===== src/rtl/line_fill_if.sv =====
// line_fill_if: miss request, cache array and banked memory signals of the line fill controller
interface line_fill_if;
  logic        miss_start;
  logic        dirty;
  logic [4:0]  victim_tag;
  logic [4:0]  req_tag;
  logic [7:0]  index;
  logic [15:0] wb_data;
  logic [15:0] mem_data_in;
  logic        mem_stall;
  logic [15:0] mem_addr;
  logic        mem_rd;
  logic        mem_wr;
  logic [15:0] mem_data_out;
  logic [2:0]  cache_offset;
  logic        cache_wr;
  logic [15:0] fill_data;
  logic [4:0]  tag_out;
  logic        busy;
  logic        done;
  modport master (
    input  miss_start, dirty, victim_tag, req_tag, index, wb_data, mem_data_in, mem_stall,
    output mem_addr, mem_rd, mem_wr, mem_data_out, cache_offset, cache_wr, fill_data, tag_out, busy, done
  );
  modport slave (
    output miss_start, dirty, victim_tag, req_tag, index, wb_data, mem_data_in, mem_stall,
    input  mem_addr, mem_rd, mem_wr, mem_data_out, cache_offset, cache_wr, fill_data, tag_out, busy, done
  );
endinterface


===== src/rtl/line_fill_ctrl.sv =====
// line_fill_ctrl: cache miss controller doing optional victim write-back, then line read and fill
module line_fill_ctrl #(
  parameter int MEM_LAT = 2,
  parameter int WORDS = 4
) (
  input logic clk,
  input logic rst,
  line_fill_if.master bus
);
  typedef enum logic [2:0] {IDLE, WB, RD, DRAIN, DONE} state_t;
  state_t state, state_nx;
  logic [1:0] cnt;
  logic [2:0] fills;
  logic [4:0] vtag, rtag;
  logic [7:0] idx;
  logic [MEM_LAT-1:0] pv;
  logic [1:0] po [MEM_LAT];
  logic acc, last, fill, fills_done;
  assign acc = (bus.mem_rd | bus.mem_wr) & ~bus.mem_stall;
  assign last = cnt == 2'(WORDS - 1);
  assign fill = pv[MEM_LAT-1];
  assign fills_done = (fills + 3'(fill)) == 3'(WORDS);
  assign bus.mem_wr = state == WB;
  assign bus.mem_rd = state == RD;
  assign bus.mem_addr = bus.mem_wr ? {vtag, idx, cnt, 1'b0} : bus.mem_rd ? {rtag, idx, cnt, 1'b0} : 16'h0;
  assign bus.mem_data_out = bus.mem_wr ? bus.wb_data : 16'h0;
  assign bus.cache_wr = fill;
  assign bus.cache_offset = fill ? {po[MEM_LAT-1], 1'b0} : bus.mem_wr ? {cnt, 1'b0} : 3'd0;
  assign bus.fill_data = bus.mem_data_in;
  assign bus.tag_out = rtag;
  assign bus.busy = state != IDLE;
  assign bus.done = state == DONE;
  always_comb begin
    state_nx = state;
    case (state)
      IDLE:    state_nx = bus.miss_start ? (bus.dirty ? WB : RD) : IDLE;
      WB:      state_nx = (acc && last) ? RD : WB;
      RD:      state_nx = fills_done ? DONE : (acc && last) ? DRAIN : RD;
      DRAIN:   state_nx = fills_done ? DONE : DRAIN;
      default: state_nx = IDLE;
    endcase
  end
  // The return pipeline shifts every cycle so fills keep their fixed latency through stalls
  always_ff @(posedge clk) begin
    if (rst) begin
      state <= IDLE;
      cnt <= 2'd0;
      fills <= 3'd0;
      vtag <= 5'd0;
      rtag <= 5'd0;
      idx <= 8'd0;
      pv <= '0;
      for (int i = 0; i < MEM_LAT; i++) po[i] <= 2'd0;
    end else begin
      state <= state_nx;
      if (acc) cnt <= cnt + 2'd1;
      fills <= (state == DONE) ? 3'd0 : fills + 3'(fill);
      if (state == IDLE && bus.miss_start) begin
        vtag <= bus.victim_tag;
        rtag <= bus.req_tag;
        idx <= bus.index;
      end
      for (int i = MEM_LAT - 1; i > 0; i--) begin
        pv[i] <= pv[i-1];
        po[i] <= po[i-1];
      end
      pv[0] <= bus.mem_rd & ~bus.mem_stall;
      po[0] <= cnt;
    end
  end
endmodule


===== src/flat_wrapper.sv =====
// flat-port wrapper written by rule: the top's interface ports become plain ports
module line_fill_ctrl_flat 
#(
  parameter int MEM_LAT = 2,
  parameter int WORDS = 4
)
  (clk, rst, bus_miss_start, bus_dirty, bus_victim_tag, bus_req_tag, bus_index, bus_wb_data, bus_mem_data_in, bus_mem_stall, bus_mem_addr, bus_mem_rd, bus_mem_wr, bus_mem_data_out, bus_cache_offset, bus_cache_wr, bus_fill_data, bus_tag_out, bus_busy, bus_done);
  line_fill_if bus_i ();
  input logic clk;
  input logic rst;
  input wire logic [$bits(bus_i.miss_start)-1:0] bus_miss_start;
  input wire logic [$bits(bus_i.dirty)-1:0] bus_dirty;
  input wire logic [$bits(bus_i.victim_tag)-1:0] bus_victim_tag;
  input wire logic [$bits(bus_i.req_tag)-1:0] bus_req_tag;
  input wire logic [$bits(bus_i.index)-1:0] bus_index;
  input wire logic [$bits(bus_i.wb_data)-1:0] bus_wb_data;
  input wire logic [$bits(bus_i.mem_data_in)-1:0] bus_mem_data_in;
  input wire logic [$bits(bus_i.mem_stall)-1:0] bus_mem_stall;
  output wire logic [$bits(bus_i.mem_addr)-1:0] bus_mem_addr;
  output wire logic [$bits(bus_i.mem_rd)-1:0] bus_mem_rd;
  output wire logic [$bits(bus_i.mem_wr)-1:0] bus_mem_wr;
  output wire logic [$bits(bus_i.mem_data_out)-1:0] bus_mem_data_out;
  output wire logic [$bits(bus_i.cache_offset)-1:0] bus_cache_offset;
  output wire logic [$bits(bus_i.cache_wr)-1:0] bus_cache_wr;
  output wire logic [$bits(bus_i.fill_data)-1:0] bus_fill_data;
  output wire logic [$bits(bus_i.tag_out)-1:0] bus_tag_out;
  output wire logic [$bits(bus_i.busy)-1:0] bus_busy;
  output wire logic [$bits(bus_i.done)-1:0] bus_done;
  assign bus_i.miss_start = bus_miss_start;
  assign bus_i.dirty = bus_dirty;
  assign bus_i.victim_tag = bus_victim_tag;
  assign bus_i.req_tag = bus_req_tag;
  assign bus_i.index = bus_index;
  assign bus_i.wb_data = bus_wb_data;
  assign bus_i.mem_data_in = bus_mem_data_in;
  assign bus_i.mem_stall = bus_mem_stall;
  assign bus_mem_addr = bus_i.mem_addr;
  assign bus_mem_rd = bus_i.mem_rd;
  assign bus_mem_wr = bus_i.mem_wr;
  assign bus_mem_data_out = bus_i.mem_data_out;
  assign bus_cache_offset = bus_i.cache_offset;
  assign bus_cache_wr = bus_i.cache_wr;
  assign bus_fill_data = bus_i.fill_data;
  assign bus_tag_out = bus_i.tag_out;
  assign bus_busy = bus_i.busy;
  assign bus_done = bus_i.done;
  line_fill_ctrl #(.MEM_LAT(MEM_LAT), .WORDS(WORDS)) u_core (.clk(clk), .rst(rst), .bus(bus_i));
endmodule

===== config.mk =====
export PLATFORM = sky130hd
export DESIGN_NAME = line_fill_ctrl_flat
export DESIGN_NICKNAME = d
export VERILOG_FILES = /design/src/rtl/line_fill_if.sv /design/src/rtl/line_fill_ctrl.sv /design/src/flat_wrapper.sv
export SDC_FILE = /design/constraint.sdc
export NUM_CORES = 1
export LEC_CHECK = 0
export CAP_MARGIN = 25
export CORE_ASPECT_RATIO = 0.7
export CORE_MARGIN = 1.5
export CORE_UTILIZATION = 35
export DETAILED_ROUTE_END_ITERATION = 7
export GPL_ROUTABILITY_DRIVEN = 0
export GPL_TIMING_DRIVEN = 0
export PLACE_DENSITY_LB_ADDON = 0.08
export SYNTH_ARGS = -nofsm -noshare
export SYNTH_HDL_FRONTEND = slang
export SYNTH_SLANG_ARGS = --single-unit

===== constraint.sdc =====
create_clock -name clk -period 4.41 [get_ports clk]
set_input_delay 0.882 -clock clk [delete_from_list [all_inputs] [get_ports clk]]
set_output_delay 0.882 -clock clk [all_outputs]
set_load 0.005 [all_outputs]

==> impl_metrics.py, run 1 <==
metrics = {
    "clock_tree": {
        "cts_buffers": 5,
        "insertion_delay_ps": 280,
        "cts_max_level": 2,
        "cts.reportedPaths.clkPinSlew_ps": 60,
        "ctsHoldBuffers": 0,
        "cts.repair.resized": 0,
        "cts_setup_buffers": 0,
        "root_buffer": "sky130_fd_sc_hd__clkbuf_8",
        "clk_sink_count": 32,
        "cts_tree": "built",
        "clockBufferDepth": 2,
    },
    "setup_path": {
        "worst_setup_path_end_kind": "output pin",
        "critPathArrivalTime_ps": 2270,
        "timing.setup.critical_path_class": "reg -> out",
        "critical_path.n_buffers_inverters": 3,
        "crit_fanout": 10,
        "crit_chain": "buf_4 > nor3b_2 > clkbuf_2 > nand2_1 > o21ai_0 > clkdlybuf4s50_1",
        "cp_data_required_time_ps": 3530,
        "worst_path_largest_cell_delay_ps": 530,
        "critical_path.top_delay_family": "buffers and inverters",
        "cp-start-kind": "flop",
        "critical-path-slowest-cell": "sky130_fd_sc_hd__clkdlybuf4s50_1",
    },
    "floorplanning": {
        "die_w_um": 84.29,
        "die_height_um": 59.91,
        "initial_core_util_pct": 36.97,
        "std_cell_rows": 20,
        "die_area_mm2": 0.005049,
        "floorplan.io_pins": 116,
        "fp.coreArea_mm2": 0.004379,
    },
    "sta": {
        "report.final.slew_viol_count": 0,
        "worstMarginPinSlew_ps": 617.1,
        "grt_setup_unrepaired": "no",
        "maxClockFrequency_ghz": 0.3170,
        "setup_viol_count_final": 0,
        "setup_total_negative_slack_ps": 0,
        "final.period_utilization_pct": 71.53,
        "final.setup_skew_ps": 1.992,
        "post-route-worst-setup-slack_ps": 1256,
        "report.final.hold_viol_count": 0,
        "hold_ws_ps": 439.8,
        "timing.max_slew.rel_slack_pct": 58.77,
        "finalWorstPathRequiredPeriod_ps": 3154,
    },
    "yosys": {
        "synth.top_cell.area_share_pct": 39.57,
        "syn_avg_cell_area_um2": 8.433,
        "synthTopCellsByArea": "sky130_fd_sc_hd__dfxtp_1 (40%), sky130_fd_sc_hd__and2_1 (11%), sky130_fd_sc_hd__nand2_1 (9.7%), sky130_fd_sc_hd__buf_4 (9.3%), sky130_fd_sc_hd__a21oi_1 (5.6%)",
        "synthesized_area_mm2": 0.001619,
        "netlist_top_cells_count": "sky130_fd_sc_hd__nand2_1 (42), sky130_fd_sc_hd__dfxtp_1 (32), sky130_fd_sc_hd__and2_1 (28), sky130_fd_sc_hd__buf_4 (20), sky130_fd_sc_hd__a21oi_1 (18)",
        "postSynth.topFlopCell": "sky130_fd_sc_hd__dfxtp_1",
        "post-synth-top-area-cell": "sky130_fd_sc_hd__dfxtp_1",
        "post-synth-top-count-cell": "sky130_fd_sc_hd__nand2_1",
        "synth-edff-count": 0,
        "synth.distinct_cells": 29,
        "postSynthCellCount": 192,
        "synth.yosys.warnings": 0,
        "synth-seq-area-share_pct": 39.57,
        "async_reset_ff_share_pct": 0,
        "register_bit_total_from_synthesis": 32,
    },
    "finish": {
        "fillCellCount": 421,
        "finalCoreUtilization_pct": 63.00,
        "area_growth_syn_to_layout_pct": 70.40,
        "antennaDiodeCount": 0,
        "finish.net_count": 355,
        "final_layout_size_suffix_gt1_share_pct": 13.47,
    },
    "status": {
        "status": "completed",
    },
    "detailed_routing": {
        "route.antenna.remaining_nets": 0,
        "dr_total_vias": 1604,
        "route.detailed.drc": 0,
        "avgViaCountPerCell": 4.557,
        "drt_iter0_markers": 39,
        "finalWirelength_um": 4246,
        "drt_first_pass_iters": 4,
        "wire_per_inst_um": 12.06,
    },
    "pwr": {
        "total_power_draw_uw": 741.3,
        "ir_worst_vdd_v": 0.0001867,
        "powerDensity_mw_per_mm2": 268.7,
        "p_leak_nw": 1.107,
    },
    "worst_hold_path": {
        "min_path_type": "reg -> reg",
    },
    "global_routing": {
        "overflow": 0,
        "grt_first_pass_wirelength_um": 6589,
        "first_global_vias": 1455,
        "grt.total_usage_pct": 16.77,
        "grt_antenna_before_repair": 0,
        "grt_max_degree": 11,
    },
    "placement": {
        "dpl_hpwl_um": 3334,
        "place.port_buffers": 97,
        "dp_slack_ps": 1522,
    },
    "run": {
        "max_cap_violations": 0,
    },
}
flip-flops by register name, summed over array words and instances, names as in the netlist:
name / flops
u_core.idx: 8
u_core.bus.tag_out: 5
u_core.vtag: 5
u_core.po: 4
u_core.fills: 3
u_core.state: 3
u_core.cnt: 2
u_core.pv: 2
layout by cell type, fill, tap and decap left out, drive strengths merged:
| master | instances |
|---|---|
| a22o | 5 |
| o221ai | 1 |
| and2 | 28 |
| o21ai | 3 |
| xnor2 | 2 |
| clkdlybuf4s50 | 97 |
| a21boi | 1 |
| nand2 | 42 |
| dfxtp | 32 |
| ha | 3 |
| or2 | 1 |
| buf | 24 |
| clkbuf | 12 |
| a2bb2oi | 1 |
| nand2b | 1 |
| nor3b | 3 |
| conb | 2 |
| nor4b | 1 |
| a21oi | 18 |
| mux2 | 2 |
| or3 | 1 |
| nor2 | 4 |
| a311oi | 1 |
| or4b | 1 |
| nor2b | 7 |
| nor3 | 4 |
cell families after synthesis:
| kind of cell | count (synthesis) | share of synthesized area [%] |
|---|---|---|
| and+or+nand+nor | 93 | 30.60 |
| DFF | 32 | 39.57 |
| AOI/OAI and AO/OA | 30 | 11.90 |
| buffers and inverters | 29 | 12.90 |
| adders and majority gates | 3 | 2.319 |
| xor gates and xnor gates | 2 | 1.082 |
| muxes | 2 | 1.391 |
| other | 1 | 0.2316 |
cell type report:
cell class	count	area, um2	share of cell area [%]
Multi-Input combinational cell	132	773.2	28.03
Buffer	29	209.0	7.574
Timing Repair Buffer	97	970.9	35.19
Clock buffer	7	96.34	3.492
Sequential cell	32	640.6	23.22
Tap cell	55	68.82	2.494
per-layer routing:
layer	part of all wire, %	vias up	track usage (%)
met2	41	88	25.60
met1	45	696	20.76
met5	0	-	0
met3	13	3	8.149
met4	0.49	0	6.089
li1	-	817	-
path summary, 6_finish.rpt:
| check | cells past startpoint | from | endpoint | slack, ps |
|---|---|---|---|---|
| worst max-delay path | 6 | u_core.state[0] | bus_cache_offset[1] | 1260 |
| worst min register to register | 1 | u_core.po[0][1] | u_core.po[0][3] | 440 |
| worst max register to register | 5 | u_core.pv[1] | u_core.state[0] | 2790 |
| worst min-delay path | 1 | u_core.po[0][1] | u_core.po[0][3] | 440 |
metrics by stage:
step / cells / cell area (um2)
finish: 352 / 2759
global route: 352 / 2759
CTS: 352 / 2759
detailed placement: 345 / 2663
global placement: 345 / 2663
floorplan: 193 / 1623
where the power goes:
group          internal [mW]  switching [mW]
Clock                  0.139           0.102
Combinational          0.117          0.0686
Sequential             0.306         0.00887
Note: power is estimated with default switching activity, not from simulation.
==> run 2: changes to the inputs <==
==> constraint.sdc (replaced) <==
create_clock -name clk -period 3.24 [get_ports clk]
set_input_delay 0.648 -clock clk [delete_from_list [all_inputs] [get_ports clk]]
set_output_delay 0.648 -clock clk [all_outputs]
set_load 0.005 [all_outputs]
==> results of run 2 <==
Same layout as run 1 (identical final DEF). Status: completed.
Main changes from that run: setup slack after placement 1522 ps -> 586.1 ps; setup slack after layout 1256 ps -> 319.6 ps; register-to-register setup slack 2790 ps -> 1620 ps; total power 0.7413 mW -> 1.009 mW; worst IR drop on VDD 0.0001867 V -> 0.0002541 V
